**config.mk**
```make
export PLATFORM = sky130hd
export DESIGN_NAME = fifo_gauge_bounded
export DESIGN_NICKNAME = d
export VERILOG_FILES = /design/src/rtl/fifo_gauge_pkg.sv /design/src/rtl/fifo_gauge_bounded_sat_counter.sv /design/src/rtl/fifo_gauge_bounded.sv
export SDC_FILE = /design/constraint.sdc
export NUM_CORES = 1
export LEC_CHECK = 0
export BUFFER_PORTS_ARGS = -buffer_cell sky130_fd_sc_hd__buf_4
export CAP_MARGIN = 0
export CORE_AREA = 5 5 136 138
export DETAILED_ROUTE_END_ITERATION = 10
export DIE_AREA = 0 0 141 143
export GPL_ROUTABILITY_DRIVEN = 0
export GPL_TIMING_DRIVEN = 0
export MAX_ROUTING_LAYER = met4
export PLACE_DENSITY = 0.81
export SLEW_MARGIN = 40
export SYNTH_ARGS = -nofsm -noshare
export SYNTH_HDL_FRONTEND = slang
export SYNTH_HIERARCHICAL = 1
export SYNTH_SLANG_ARGS = --single-unit
```
**constraint.sdc**
```tcl
create_clock -name clk -period 16 [get_ports clk]
set_input_delay 0 -clock clk [delete_from_list [all_inputs] [get_ports clk]]
set_output_delay 0 -clock clk [all_outputs]
set_load 0.01 [all_outputs]
```
**src/rtl/fifo_gauge_pkg.sv**
```systemverilog
// Shared types and helpers for the gauged FIFO family: statistics counter
// type and pointer-width calculation.
`default_nettype none

package fifo_gauge_pkg;

  localparam int unsigned STAT_WIDTH = 32;

  typedef logic [STAT_WIDTH-1:0] stat_t;

  // Pointer width for a buffer of the given depth; never narrower than one bit.
  function automatic int unsigned ptr_width(input int unsigned depth);
    return (depth > 1) ? $clog2(depth) : 1;
  endfunction

endpackage

`default_nettype wire

```
**src/rtl/fifo_gauge_bounded_sat_counter.sv**
```systemverilog
// Saturating up-counter with synchronous clear; clear wins over increment.
`default_nettype none

module sat_counter #(
  parameter int unsigned WIDTH = 32
) (
  input  logic             clk,
  input  logic             rst,
  input  logic             clr_i,
  input  logic             inc_i,
  output logic [WIDTH-1:0] count_o
);

  logic [WIDTH-1:0] cnt_q;
  logic [WIDTH-1:0] cnt_d;

  always_comb begin
    cnt_d = cnt_q;
    if (clr_i) begin
      cnt_d = '0;
    end else if (inc_i && (cnt_q != '1)) begin
      cnt_d = cnt_q + WIDTH'(1);
    end
  end

  always_ff @(posedge clk or negedge rst) begin
    if (!rst) begin
      cnt_q <= '0;
    end else begin
      cnt_q <= cnt_d;
    end
  end

  assign count_o = cnt_q;

endmodule

`default_nettype wire

```
**src/rtl/fifo_gauge_bounded.sv**
```systemverilog
// Bounded valid/ready FIFO with registered output, occupancy gauge,
// high-watermark and saturating upstream stall counter.
`default_nettype none

module fifo_gauge_bounded
  import fifo_gauge_pkg::*;
#(
  parameter int unsigned WIDTH       = 8,
  parameter int unsigned DEPTH       = 4,
  parameter int unsigned COUNT_WIDTH = 32
) (
  input  logic                   clk,
  input  logic                   rst,
  input  logic                   clr,
  input  logic [WIDTH-1:0]       idat,
  input  logic                   ivld,
  output logic                   irdy,
  output logic [WIDTH-1:0]       odat,
  output logic                   ovld,
  input  logic                   ordy,
  output logic [COUNT_WIDTH-1:0] count,
  output logic [COUNT_WIDTH-1:0] maxcount,
  output logic [COUNT_WIDTH-1:0] stalls
);

  localparam int unsigned            PTR_W    = ptr_width(DEPTH);
  localparam logic [PTR_W-1:0]       LAST_PTR = PTR_W'(DEPTH - 1);
  localparam logic [COUNT_WIDTH-1:0] FULL_CNT = COUNT_WIDTH'(DEPTH);

  logic [WIDTH-1:0]       mem_q [DEPTH];
  logic [PTR_W-1:0]       rd_ptr_q, rd_ptr_d;
  logic [PTR_W-1:0]       wr_ptr_q, wr_ptr_d;
  logic [WIDTH-1:0]       odat_q, odat_d;
  logic                   ovld_q, ovld_d;
  logic [COUNT_WIDTH-1:0] count_q, count_d;
  logic [COUNT_WIDTH-1:0] maxcount_q, maxcount_d;

  logic in_xfer;
  logic out_xfer;
  logic load;
  logic buf_avail;
  logic rd_en;
  logic bypass;
  logic wr_en;

  assign irdy = rst && (count_q != FULL_CNT);

  always_comb begin
    in_xfer  = ivld && irdy;
    out_xfer = ovld_q && ordy;
    load     = !ovld_q || ordy;
    // Items still in the circular buffer: occupancy minus the output register.
    buf_avail = count_q > COUNT_WIDTH'(ovld_q);
    rd_en     = load && buf_avail;
    bypass    = load && !buf_avail && in_xfer;
    wr_en     = in_xfer && !bypass;

    count_d = count_q + COUNT_WIDTH'(in_xfer) - COUNT_WIDTH'(out_xfer);

    rd_ptr_d = rd_ptr_q;
    wr_ptr_d = wr_ptr_q;
    if (rd_en) begin
      rd_ptr_d = (rd_ptr_q == LAST_PTR) ? '0 : rd_ptr_q + PTR_W'(1);
    end
    if (wr_en) begin
      wr_ptr_d = (wr_ptr_q == LAST_PTR) ? '0 : wr_ptr_q + PTR_W'(1);
    end

    odat_d = odat_q;
    ovld_d = ovld_q;
    if (load) begin
      if (buf_avail) begin
        odat_d = mem_q[rd_ptr_q];
        ovld_d = 1'b1;
      end else if (in_xfer) begin
        odat_d = idat;
        ovld_d = 1'b1;
      end else begin
        ovld_d = 1'b0;
      end
    end

    if (clr) begin
      maxcount_d = count_d;
    end else if (count_d > maxcount_q) begin
      maxcount_d = count_d;
    end else begin
      maxcount_d = maxcount_q;
    end
  end

  // Storage carries no reset so it can map onto RAM.
  always_ff @(posedge clk) begin
    if (wr_en) begin
      mem_q[wr_ptr_q] <= idat;
    end
  end

  always_ff @(posedge clk or negedge rst) begin
    if (!rst) begin
      rd_ptr_q   <= '0;
      wr_ptr_q   <= '0;
      odat_q     <= '0;
      ovld_q     <= 1'b0;
      count_q    <= '0;
      maxcount_q <= '0;
    end else begin
      rd_ptr_q   <= rd_ptr_d;
      wr_ptr_q   <= wr_ptr_d;
      odat_q     <= odat_d;
      ovld_q     <= ovld_d;
      count_q    <= count_d;
      maxcount_q <= maxcount_d;
    end
  end

  sat_counter #(
    .WIDTH (COUNT_WIDTH)
  ) u_stalls (
    .clk     (clk),
    .rst     (rst),
    .clr_i   (clr),
    .inc_i   (ivld && !irdy),
    .count_o (stalls)
  );

  assign odat     = odat_q;
  assign ovld     = ovld_q;
  assign count    = count_q;
  assign maxcount = maxcount_q;

endmodule

`default_nettype wire

```
; Word-level counts from Yosys, hierarchy flattened
; Memory sizes are Yosys's and may differ from the RTL's.
; Index checks and enable logic that the tools add are counted.
[classes]
addsub = 5
muxes = 12
magnitude_cmp = 2
eq_ne = 4
n_reduce_logical = 18
[ops]
columns = cell, n
row1 = $mux W32, 4
row2 = $add A32 B1 Y32, 1
row3 = $add A32 B1 Y32 const B, 1
row4 = $gt A32 B1 Y1, 1
row5 = $gt A32 B32 Y1, 1
row6 = $ne A32 B3 Y1 const B, 1
row7 = $ne A32 B32 Y1 const B, 1
row8 = $sub A32 B1 Y32, 1
row9 = $mux W8, 2
row10 = $logic_and A1 B1 Y1, 9
row11 = $reduce_bool A2 Y1, 3
row12 = $add A2 B1 Y2 const B, 2
row13 = $eq A2 B2 Y1 const B, 2
row14 = $logic_not A1 Y1, 4
row15 = $mux W1, 4
row16 = $mux W2, 2
row17 = $reduce_and A2 Y1, 1
row18 = $logic_or A1 B1 Y1, 1
[word_totals]
in_bits = 13
mem_bits_rw = 32
n_memories = 1
output_inout_bits = 106
reg_bits = 109
[memory_table]
columns = memory, depth, word_bits, read_ports, rd_clocked_by_memory_dff, write_ports, line_no
row1 = mem_q, 4, 8, 1, 0, 1, fifo_gauge_bounded.sv:30  ; logic [WIDTH-1:0] mem_q [DEPTH];

; Depth between registers and ports, before layout
; Gate-level depths: netlist (run 1).
[depth]
depth_word = 8
ltp_mapped = 29
ltp_nobuf = 28

; By module
; The synthesis (run 1) kept the hierarchy.
[modules_own_cells]
columns = mod, area_each_um2, cells_each, instances
row1 = fifo_gauge_bounded, 6907.9, 644, 1
row2 = sat_counter, 1854.3, 198, 1

; Least setup slack after synthesis (run 1)
; No wires, ideal clock.
[synth_path]
path_kind = register to register
startpoint = register count_q[14], in the netlist count[14]
endpoint = register maxcount_q[0], in the netlist maxcount[0]
t_arrival_ps = 5670
path_stages_with_launch = 28
slack_ps = 10205
path_buffers = 1
cell_sequence = dfrtp_1 > inv_1 > ha_1 > and4_1 > nand4_1 > nor3_1 > a31oi_1 > nand2_1 > ha_1 > inv_1 > ha_1 > inv_1 > fa_1 > nor2b_1 > o211ai_2 > a211oi_1 > nor3_1 > o31ai_1 > a211oi_1 > xnor2_1 > ha_1 > a21oi_1 > nand2_1 > a2111oi_0 > nand3_1 > nand2_1 > buf_1 > mux2_2
[synth_via]
elab_chain_cells = 7
elab_cells_between_ends = 9
cone_classes = 2 x add/sub / 1 x order compare / 1 x eq/ne / 2 x mux / 3 x reduce/logical
[synth_lines]
columns = item, line_no
row1 = "start, declared", fifo_gauge_bounded.sv:35  ; logic [COUNT_WIDTH-1:0] count_q, count_d;
row2 = "start signal, assigned", fifo_gauge_bounded.sv:112  ; count_q <= count_d;
row3 = $ne A32 B3 Y1, fifo_gauge_bounded.sv:46  ; assign irdy = rst && (count_q != FULL_CNT);
row4 = $logic_and A1 B1 Y1, fifo_gauge_bounded.sv:46
row5 = named net irdy, fifo_gauge_bounded.sv:17  ; output logic irdy,
row6 = $logic_and A1 B1 Y1, fifo_gauge_bounded.sv:49  ; in_xfer = ivld && irdy;
row7 = $add A32 B1 Y32, fifo_gauge_bounded.sv:58  ; count_d = count_q + COUNT_WIDTH'(in_xfer) - COUNT_WIDTH'(out_xfer);
row8 = $sub A32 B1 Y32, fifo_gauge_bounded.sv:58
row9 = named net count_d[30], fifo_gauge_bounded.sv:35
row10 = $gt A32 B32 Y1, fifo_gauge_bounded.sv:85  ; end else if (count_d > maxcount_q) begin
row11 = $reduce_bool A2 Y1 (no line), -
row12 = "end signal, assigned", fifo_gauge_bounded.sv:113  ; maxcount_q <= maxcount_d;
row13 = "end, declared", fifo_gauge_bounded.sv:36  ; logic [COUNT_WIDTH-1:0] maxcount_q, maxcount_d;
; The timed path passes the listed nets, and every way through them passes these cells. The select of a mux whose other input is x is not followed.
; A chain may end at the register's enable or synchronous reset.

; Final worst setup path (run 1)
[layout_path]
startpoint = register count_q[15], in the netlist count[15]
endpoint = register maxcount_q[2], in the netlist maxcount[2]
[layout_via]
elab_chain_cells = 7
elab_cells_between_ends = 9
cone_classes = 2 x add/sub / 1 x order compare / 1 x eq/ne / 2 x mux / 3 x reduce/logical
[layout_lines]
columns = item, line_no
row1 = $ne A32 B3 Y1, fifo_gauge_bounded.sv:46
row2 = $logic_and A1 B1 Y1, fifo_gauge_bounded.sv:46
row3 = $logic_and A1 B1 Y1, fifo_gauge_bounded.sv:49
row4 = $add A32 B1 Y32 (*), fifo_gauge_bounded.sv:58
row5 = $sub A32 B1 Y32 (*), fifo_gauge_bounded.sv:58
row6 = named net count_d[30], fifo_gauge_bounded.sv:35
row7 = $gt A32 B32 Y1 (*), fifo_gauge_bounded.sv:85
row8 = $reduce_bool A2 Y1 (no line) (*), -
; The timed path passes the listed nets; every way through them passes the cells marked *. The select of a mux whose other input is x is not followed.

==> results of run 1 <==
cell families after synthesis:
family	after synthesis	share of synthesized area
adder cells (fa/ha/maj)	94	0.1351
buffers and inverters	111	0.04827
AND/OR/NAND/NOR	232	0.1437
XOR/XNOR	41	0.04098
flip-flops	141	0.4210
multiplexers	50	0.07468
AO/OA/AOI/OAI	173	0.1364
routing by layer:
| layer | vias up | GRT usage | share of wire |
|---|---|---|---|
| met1 | 3419 | 0.3020 | 0.45 |
| met5 | - | - | 0 |
| met4 | 0 | 0.06323 | 0.015 |
| li1 | 3327 | - | - |
| met3 | 30 | 0.03985 | 0.053 |
| met2 | 254 | 0.3710 | 0.49 |
flip-flops by register name (all words and copies together) (netlist names):
name,flops
rd_ptr_q,2
count,32
wr_ptr_q,2
mem_q,32
maxcount,32
ovld,1
odat,8
u_stalls/count_o,32
Yosys cell counts, types with 8 or more instances:
master | instances | area (um^2)
inv_1 | 95 | 356.6
a21oi_1 | 53 | 265.3
dfrtp_1 | 109 | 2728
xnor2_1 | 29 | 254.0
a2bb2oi_1 | 8 | 70.07
nand3_1 | 21 | 105.1
o31ai_1 | 8 | 60.06
nor3_1 | 15 | 75.07
nand2b_1 | 12 | 75.07
mux2_2 | 39 | 439.2
mux4_2 | 8 | 180.2
nand4_1 | 15 | 93.84
a21o_1 | 11 | 82.58
xor2_1 | 12 | 105.1
ha_1 | 93 | 1164
nand2_1 | 38 | 142.6
o21ai_0 | 27 | 135.1
and3_1 | 10 | 62.56
o22ai_1 | 9 | 56.30
and2_1 | 10 | 62.56
edfxtp_1 | 32 | 960.9
nor2_1 | 56 | 210.2
a211oi_1 | 10 | 75.07
nor2b_1 | 19 | 118.9
path summary, 6_finish.rpt:
| path | startpoint | to | slack, ns | depth (start not counted) |
|---|---|---|---|---|
| hold / removal | rst | maxcount[17] | 0.03 | 2 |
| setup / recovery | count[15] | maxcount[2] | 8.38 | 26 |
| setup reg to reg | count[15] | maxcount[2] | 8.38 | 26 |
| max in group asynchronous | rst | odat[2] | 15.30 | 3 |
| hold reg to reg | maxcount[18] | maxcount[18] | 0.53 | 1 |
| min in group clk | clr | u_stalls/count_o[5] | 0.07 | 4 |
per-stage QoR:
stage	utilization	area, um^2	hold WS, ns	std cells	setup WS, ns
after global placement	0.5822	9930	0.2111	1185	8.625
after CTS	0.6249	10660	0.06061	1227	8.527
after global routing	0.6266	10690	0.06676	1228	7.920
after floorplan	-	8762	-0.2956	842	10.21
final	0.6266	10690	0.02677	1228	8.378
after detailed placement	0.5826	9937	0.1406	1185	8.612
layout make-up:
class,instances,area share
well taps,225,0.02634
flip-flops and latches,141,0.3451
clock buffers,17,0.03980
clock inverters,15,0.01838
plain buffers,15,0.005970
inverters,96,0.03372
multi-input cells,590,0.4351
repair buffers,129,0.09553
==> results.cfg, run 1 <==
[outcome]
status = complete, no violations

[setup_path]
crit_top_cell = ha_1
cp_top_family = simple AND/OR/NAND/NOR gates
start_kind = register
cp.arrival_ns = 7.94
crit_type = register to register
critPathRequiredTime_ns = 16.32
critPathCaptureType = register
crit_path_max_incr_delay_ns = 0.74
crit_slowest_cell = nor4_1
critPathBufInv = 4
crit_fanout = 10

[floorplan]
fp.dieW_um = 141
placementRows = 48
die_h_um = 143
floorplan.initialDensity = 0.5137
core_area_mm2 = 0.01706
die-area_mm2 = 0.02016
num_io_pins = 119

[place]
dp_hpwl_um = 16000
io_buffer_count = 118

[timing]
setup-violations-final = 0
report.final.slew_viol_count = 0
fin_setup_tns_ns = 0
worst_pin_slew_ns = 0.7757
skew_ns = 0.01229
fmax_mhz = 131.2
min_period_ns = 7.622
rsz0062_at_grt = false
fin_crit_sh = 0.4764
relSlewSlack = 0.4774
finalHoldViolCount = 0

[layout]
final_common_cell = buf_4
final_cell_mix = buf_4, dfrtp_1, inv_1
fin_nets = 1097
syn_to_final_growth_pct = 21.98
multiInputGateArea_mm2 = 0.004651
regArea_mm2 = 0.003689
layout-drive-gt1-share = 0.2233
antennaDiodeCount = 0
nFillCells = 1394

[detailed_routing]
drcViolationCount = 0
dr.pass1.iters = 5
vias = 7030
post_drt_wl_per_cell_um = 17.98
drtAntennaViolNets = 0
initialDrtViolationCount = 515
drt-total-wl_um = 22080
vias_per_cell = 5.725

[yosys]
synth_edf_count = 32
synthCells = 842
ys_seq_area_frac = 0.4210
syn_area_mm2 = 0.008762
synth-seq-cells = 141
syn_area_per_cell_um2 = 10.41
syn-num-nets = 949
synth-async-reset-ratio = 0.7730
yosysWarnings = 6
netlist-cell-type-count = 75
ys.flop_type = dfrtp_1

[run]
cap_viol_max_count = 0

[clock_tree]
postCtsSetupBuffers = 0
cts_buffers = 17
cts.sinks = 141
clockBufferDepth = 2
post_cts_resized = 0
clk_pin_slew_ns = 0.07
cts_root_buf = clkbuf_16
clock_latency_ns = 0.44
hold_buffers = 10
cts_max_level = 4
cts_tree = built

[global_routing]
overflow = 0
antenna_found_initial = 0
grt_pass1_vias = 6997
track_usage = 0.2299
grt_max_degree = 111
grt_pass1_wl_um = 35780

[worst_hold_path]
hold_class = input pin to asynchronous set/reset pin
Power of run 1 is left out: the tool's default activity adds up to more than one toggle a clock period on the data nets, which glitch-free logic cannot reach.
==> run 2: changes to the inputs <==
==> constraint.sdc (replaced) <==
create_clock -name clk -period 7.9 [get_ports clk]
set_input_delay 0 -clock clk [delete_from_list [all_inputs] [get_ports clk]]
set_output_delay 0 -clock clk [all_outputs]
set_load 0.01 [all_outputs]
==> run 2 against run 1 <==
Effect of this change:
- die area unchanged
- critical endpoint unchanged
- clock skew about the same
- critical path depth increased by 1
- largest cell class unchanged
- count of clock-buffer cells in the layout unchanged
- final cell count unchanged
- sequential share of layout area about the same
- setup slack got worse by 7.8 ns
- routed wire length decreased by 0.26%
- register-to-register slack got worse by 7.8 ns
==> results.cfg, run 2 (synthesis results as in run 1) <==
[detailed_routing]
dr.pass1.iters = 5
drtAntennaViolNets = 0
post_drt_wl_per_cell_um = 17.93
drt-total-wl_um = 22020
vias = 7066
drcViolationCount = 0
initialDrtViolationCount = 516
vias_per_cell = 5.754

[place]
post-place-ws_ns = 0.5123
io_buffer_count = 118
dp_hpwl_um = 16000
dp.cells = 1185

[clock_tree]
cts_root_buf = clkbuf_16
clk_pin_slew_ns = 0.07
cts_max_level = 4
cts_buffers = 17
postCtsSetupBuffers = 0
clock_latency_ns = 0.44
cts.sinks = 141
cts_tree = built
clockBufferDepth = 2

[layout]
layout-drive-gt1-share = 0.2273
final_common_cell = buf_4
nFillCells = 1396
fin_nets = 1097
finalNonFillerCells = 1228
final_cell_mix = buf_4, dfrtp_1, inv_1
antennaDiodeCount = 0
syn_to_final_growth_pct = 22.09

[timing]
worst_pin_slew_ns = 0.7783
fin_setup_tns_ns = 0
skew_ns = 0.01212
rsz0062_at_grt = false
finalHoldViolCount = 0
hold_slack_ns = 0.02320
fin_ws_ns = 0.5301
relSlewSlack = 0.4757
setup-violations-final = 0
report.final.slew_viol_count = 0
fin_crit_sh = 0.9329
fmax_mhz = 135.7
min_period_ns = 7.370

[global_routing]
track_usage = 0.2299
grt_max_degree = 111
antenna_found_initial = 0
grt_pass1_wl_um = 35780
grt_pass1_vias = 6997
overflow = 0

[floorplan]
placementRows = 48
die_h_um = 143
floorplan.initialDensity = 0.5137
fp.dieW_um = 141
die-area_mm2 = 0.02016
num_io_pins = 119
core_area_mm2 = 0.01706

[setup_path]
crit_fanout = 10
crit_type = register to register
reg2reg_to = maxcount[2]
crit_path_max_incr_delay_ns = 0.58
reg2reg_depth = 27
critPathRequiredTime_ns = 8.22
cp_top_family = compound AO/OA/AOI/OAI gates
cp.arrival_ns = 7.69
r2r_slack_ns = 0.53
critPathBufInv = 4
start_kind = register
critPathCaptureType = register
crit_top_cell = ha_1
reg2reg_from = count[15]
crit_slowest_cell = a2111oi_0

[worst_hold_path]
hold_class = input pin to asynchronous set/reset pin

[run]
cap_viol_max_count = 0

[outcome]
status = complete, no violations
## run 2: per-layer routing
layer / vias to the layer above / wire (um) / GRT usage
li1: 3330 / - / -
met1: 3432 / 9794 / 0.3020
met2: 271 / 10710 / 0.3710
met3: 33 / 1176 / 0.03985
met4: 0 / 344 / 0.06323
met5: - / 0 / -
## run 2: through the flow
stage / area (um^2) / utilization
final: 10700 / 0.6272
after global routing: 10700 / 0.6272
after CTS: 10660 / 0.6249
after detailed placement: 9937 / 0.5826
after global placement: 9930 / 0.5822
after floorplan: 8762 / -
## run 2: area by class of cell
class	count	area, um^2	area share
Clock buffer	17	425.4	0.03977
Multi-Input combinational cell	590	4657	0.4353
Clock inverter	15	196.4	0.01836
Inverter	96	360.3	0.03368
Timing Repair Buffer	129	1021	0.09544
Buffer	15	67.56	0.006316
Sequential cell	141	3689	0.3448
Tap cell	225	281.5	0.02632
## run 2: how the worst max path moves through the flow
stage	start	end	slack (ns)	cells after the start
2_1_floorplan	count[14]	maxcount[0]	2.11	27
3_3_place_gp	rst	maxcount[29]	0.53	24
3_5_place_dp	count[15]	maxcount[2]	0.51	27
4_1_cts	count[15]	maxcount[2]	0.43	27
5_1_grt	count[15]	maxcount[0]	0.09	27
6_report	count[15]	maxcount[2]	0.53	27
## run 2: worst register-to-register path, cell delays in order (launching register included)
cell and delay, ns:
dfrtp_1 0.43, inv_1 0.13, ha_1 0.20, and4_1 0.24, nand4_1 0.12, nor3_1 0.27, a31oi_1 0.24, nand2_1 0.16
ha_1 0.23, inv_1 0.05, ha_1 0.17, inv_1 0.06, fa_1 0.39, nor2b_1 0.22, o211ai_2 0.15, a211oi_1 0.56
nor3_1 0.20, o31ai_1 0.55, a211oi_1 0.21, xnor2_1 0.32, ha_1 0.33, nand4_1 0.22, a21oi_1 0.11, a2111oi_0 0.58
nand3_1 0.13, nand2_1 0.22, clkbuf_2 0.36, mux2_2 0.38
## run 2: repair_timing
item	in CTS	in global routing
endpoints found under the setup margin	0	29
hold endpoints to repair	150	0
hold buffers	10	0
resized for setup	0	4
Power of run 2 is left out for the same reason.
==> run 3: changes to the inputs <==
--- a/config.mk
+++ b/config.mk
@@ -5,15 +5,17 @@
 export SDC_FILE = /design/constraint.sdc
 export NUM_CORES = 1
 export LEC_CHECK = 0
+export ABC_AREA = 1
+export ABC_CLOCK_PERIOD_IN_PS = 7900
 export BUFFER_PORTS_ARGS = -buffer_cell sky130_fd_sc_hd__buf_4
 export CAP_MARGIN = 0
-export CORE_AREA = 5 5 136 138
+export CORE_AREA = 5 5 146 148
 export DETAILED_ROUTE_END_ITERATION = 10
-export DIE_AREA = 0 0 141 143
+export DIE_AREA = 0 0 151 153
 export GPL_ROUTABILITY_DRIVEN = 0
 export GPL_TIMING_DRIVEN = 0
 export MAX_ROUTING_LAYER = met4
-export PLACE_DENSITY = 0.81
+export PLACE_DENSITY = 0.79
 export SLEW_MARGIN = 40
 export SYNTH_ARGS = -nofsm -noshare
 export SYNTH_HDL_FRONTEND = slang
==> run 3 against run 2 <==
Effect of this change:
- setup slack better by 2.2 ns
- flip-flop and latch count did not move
- critical path depth rose by 5
- cell area is 13% higher
- critical path type unchanged
- critical endpoint is now maxcount[30]
- largest cell class unchanged
==> results.cfg, run 3 <==
[timing]
finalHoldViolCount = 0
fin_crit_sh = 0.6562
report.final.slew_viol_count = 0
setup-violations-final = 0
relSlewSlack = 0.4718
min_period_ns = 5.184
worst_pin_slew_ns = 0.7893
fin_setup_tns_ns = 0
fmax_mhz = 192.9
rsz0062_at_grt = false
skew_ns = 0.01015

[detailed_routing]
drcViolationCount = 0
vias = 9365
vias_per_cell = 5.168
drtAntennaViolNets = 0
post_drt_wl_per_cell_um = 14.85
initialDrtViolationCount = 816
drt-total-wl_um = 26910
dr.pass1.iters = 5

[place]
io_buffer_count = 118
dp_hpwl_um = 20590

[setup_path]
critPathBufInv = 5
critPathCaptureType = register
cp_top_family = simple AND/OR/NAND/NOR gates
crit_type = register to register
crit_slowest_cell = dfrtp_1
critPathRequiredTime_ns = 8.23
crit_fanout = 10
crit_path_max_incr_delay_ns = 0.44
start_kind = register
crit_top_cell = nand2_1
cp.arrival_ns = 5.51

[floorplan]
floorplan.initialDensity = 0.5075
fp.dieW_um = 151
num_io_pins = 119
core_area_mm2 = 0.01991
die_h_um = 153
placementRows = 52
die-area_mm2 = 0.02310

[global_routing]
antenna_found_initial = 0
grt_pass1_vias = 9037
grt_pass1_wl_um = 43770
overflow = 0
track_usage = 0.2438
grt_max_degree = 57

[layout]
antennaDiodeCount = 0
layout-drive-gt1-share = 0.1706
syn_to_final_growth_pct = 19.38
final_cell_mix = nand2_1, inv_1, buf_4
final_common_cell = nand2_1
fin_nets = 1636

[yosys]
synth-seq-cells = 141
yosysMostFrequentCell = nand2_1
syn_area_mm2 = 0.01010
synthCells = 1380
synth_common_cells = nand2_1, inv_1, nor2_1
synth-async-reset-ratio = 0.7730
yosysWarnings = 6
syn_area_per_cell_um2 = 7.322
yosysTopAreaCell = dfrtp_1
syn-num-nets = 1487
synth_area_leaders = dfrtp_1, nand2_1, ha_1
synth_edf_count = 32
netlist-cell-type-count = 45
ys.flop_type = dfrtp_1
synth.top_cell.area_share = 0.2699
ys_seq_area_frac = 0.3650

[clock_tree]
cts_max_level = 4
post_cts_resized = 0
cts_root_buf = clkbuf_16
cts_tree = built
clock_latency_ns = 0.44
cts.sinks = 141
clk_pin_slew_ns = 0.07
postCtsSetupBuffers = 0
hold_buffers = 11
cts_buffers = 17
clockBufferDepth = 2

[outcome]
status = complete, no violations

[run]
cap_viol_max_count = 0

[worst_hold_path]
hold_class = input pin to asynchronous set/reset pin
## run 3: changes by cell type after synthesis, moves of 17 or more
cell and change:
o21ai_1 +20, nand2_2 +25, xnor2_1 -17, nand3_1 +71
inv_1 +103, nand2_1 +429, mux2_2 -39, nor2b_1 -19
inv_2 +20, nor2_2 +22, nor2_1 +54
## run 3: area by class of cell
| cell class | count | area (um^2) |
|---|---|---|
| clock inverter | 15 | 161.4 |
| tap | 270 | 337.8 |
| multi-input combinational | 996 | 5438 |
| buffer | 22 | 151.4 |
| inverter | 221 | 829.5 |
| clock buffer | 17 | 425.4 |
| sequential | 141 | 3689 |
| timing repair buffer | 130 | 1031 |
| fill | 1768 | 7846 |
## run 3: kinds of logic after synthesis
kind of cell / after synthesis / synth area share
AND/OR/NAND/NOR: 765 / 0.3318
buffers and inverters: 243 / 0.09708
XOR/XNOR: 25 / 0.02315
adder cells (fa/ha/maj): 94 / 0.1171
AO/OA/AOI/OAI: 112 / 0.06575
flip-flops: 141 / 0.3650
## run 3: worst paths after layout
| path | start | endpoint | slack (ns) | depth (start not counted) |
|---|---|---|---|---|
| min | rst | maxcount[14] | 0.06 | 2 |
| max | count[25] | maxcount[30] | 2.72 | 32 |
| max reg2reg | count[25] | maxcount[30] | 2.72 | 32 |
| max in group asynchronous | rst | u_stalls/count_o[27] | 7.18 | 3 |
| min in group clk | ivld | wr_ptr_q[1] | 0.08 | 5 |
| min reg2reg | odat[0] | odat[0] | 0.49 | 2 |
## run 3: layer usage
layer	vias to the layer above	track usage	share of wire
met3	56	0.04442	0.068
li1	4638	-	-
met4	0	0.08679	0.026
met1	4344	0.3239	0.45
met2	327	0.3741	0.46
met5	-	-	0
## run 3: worst reg2reg max path, delay by kind of cell (launching register included)
kind,cells,cell delay [ns]
DFF,1,0.44
buffers and inverters,5,0.50
and+or+nand+nor,22,2.79
adders and majority gates,5,1.35
## run 3: metrics by stage
step / instances / area, um^2 / worst slack, ns / hold WS [ns] / utilization
6_report: 1812 / 12060 / 2.716 / 0.06337 / 0.6059
5_1_grt: 1812 / 12060 / 2.340 / 0.1148 / 0.6059
3_5_place_dp: 1769 / 11360 / 2.792 / -0.04061 / 0.5708
3_3_place_gp: 1768 / 11330 / 2.628 / 0.2181 / 0.5690
2_1_floorplan: 1380 / 10100 / 3.788 / -0.2956 / -
4_1_cts: 1812 / 12060 / 2.761 / 0.05941 / 0.6058
Power of run 3 is left out for the same reason.
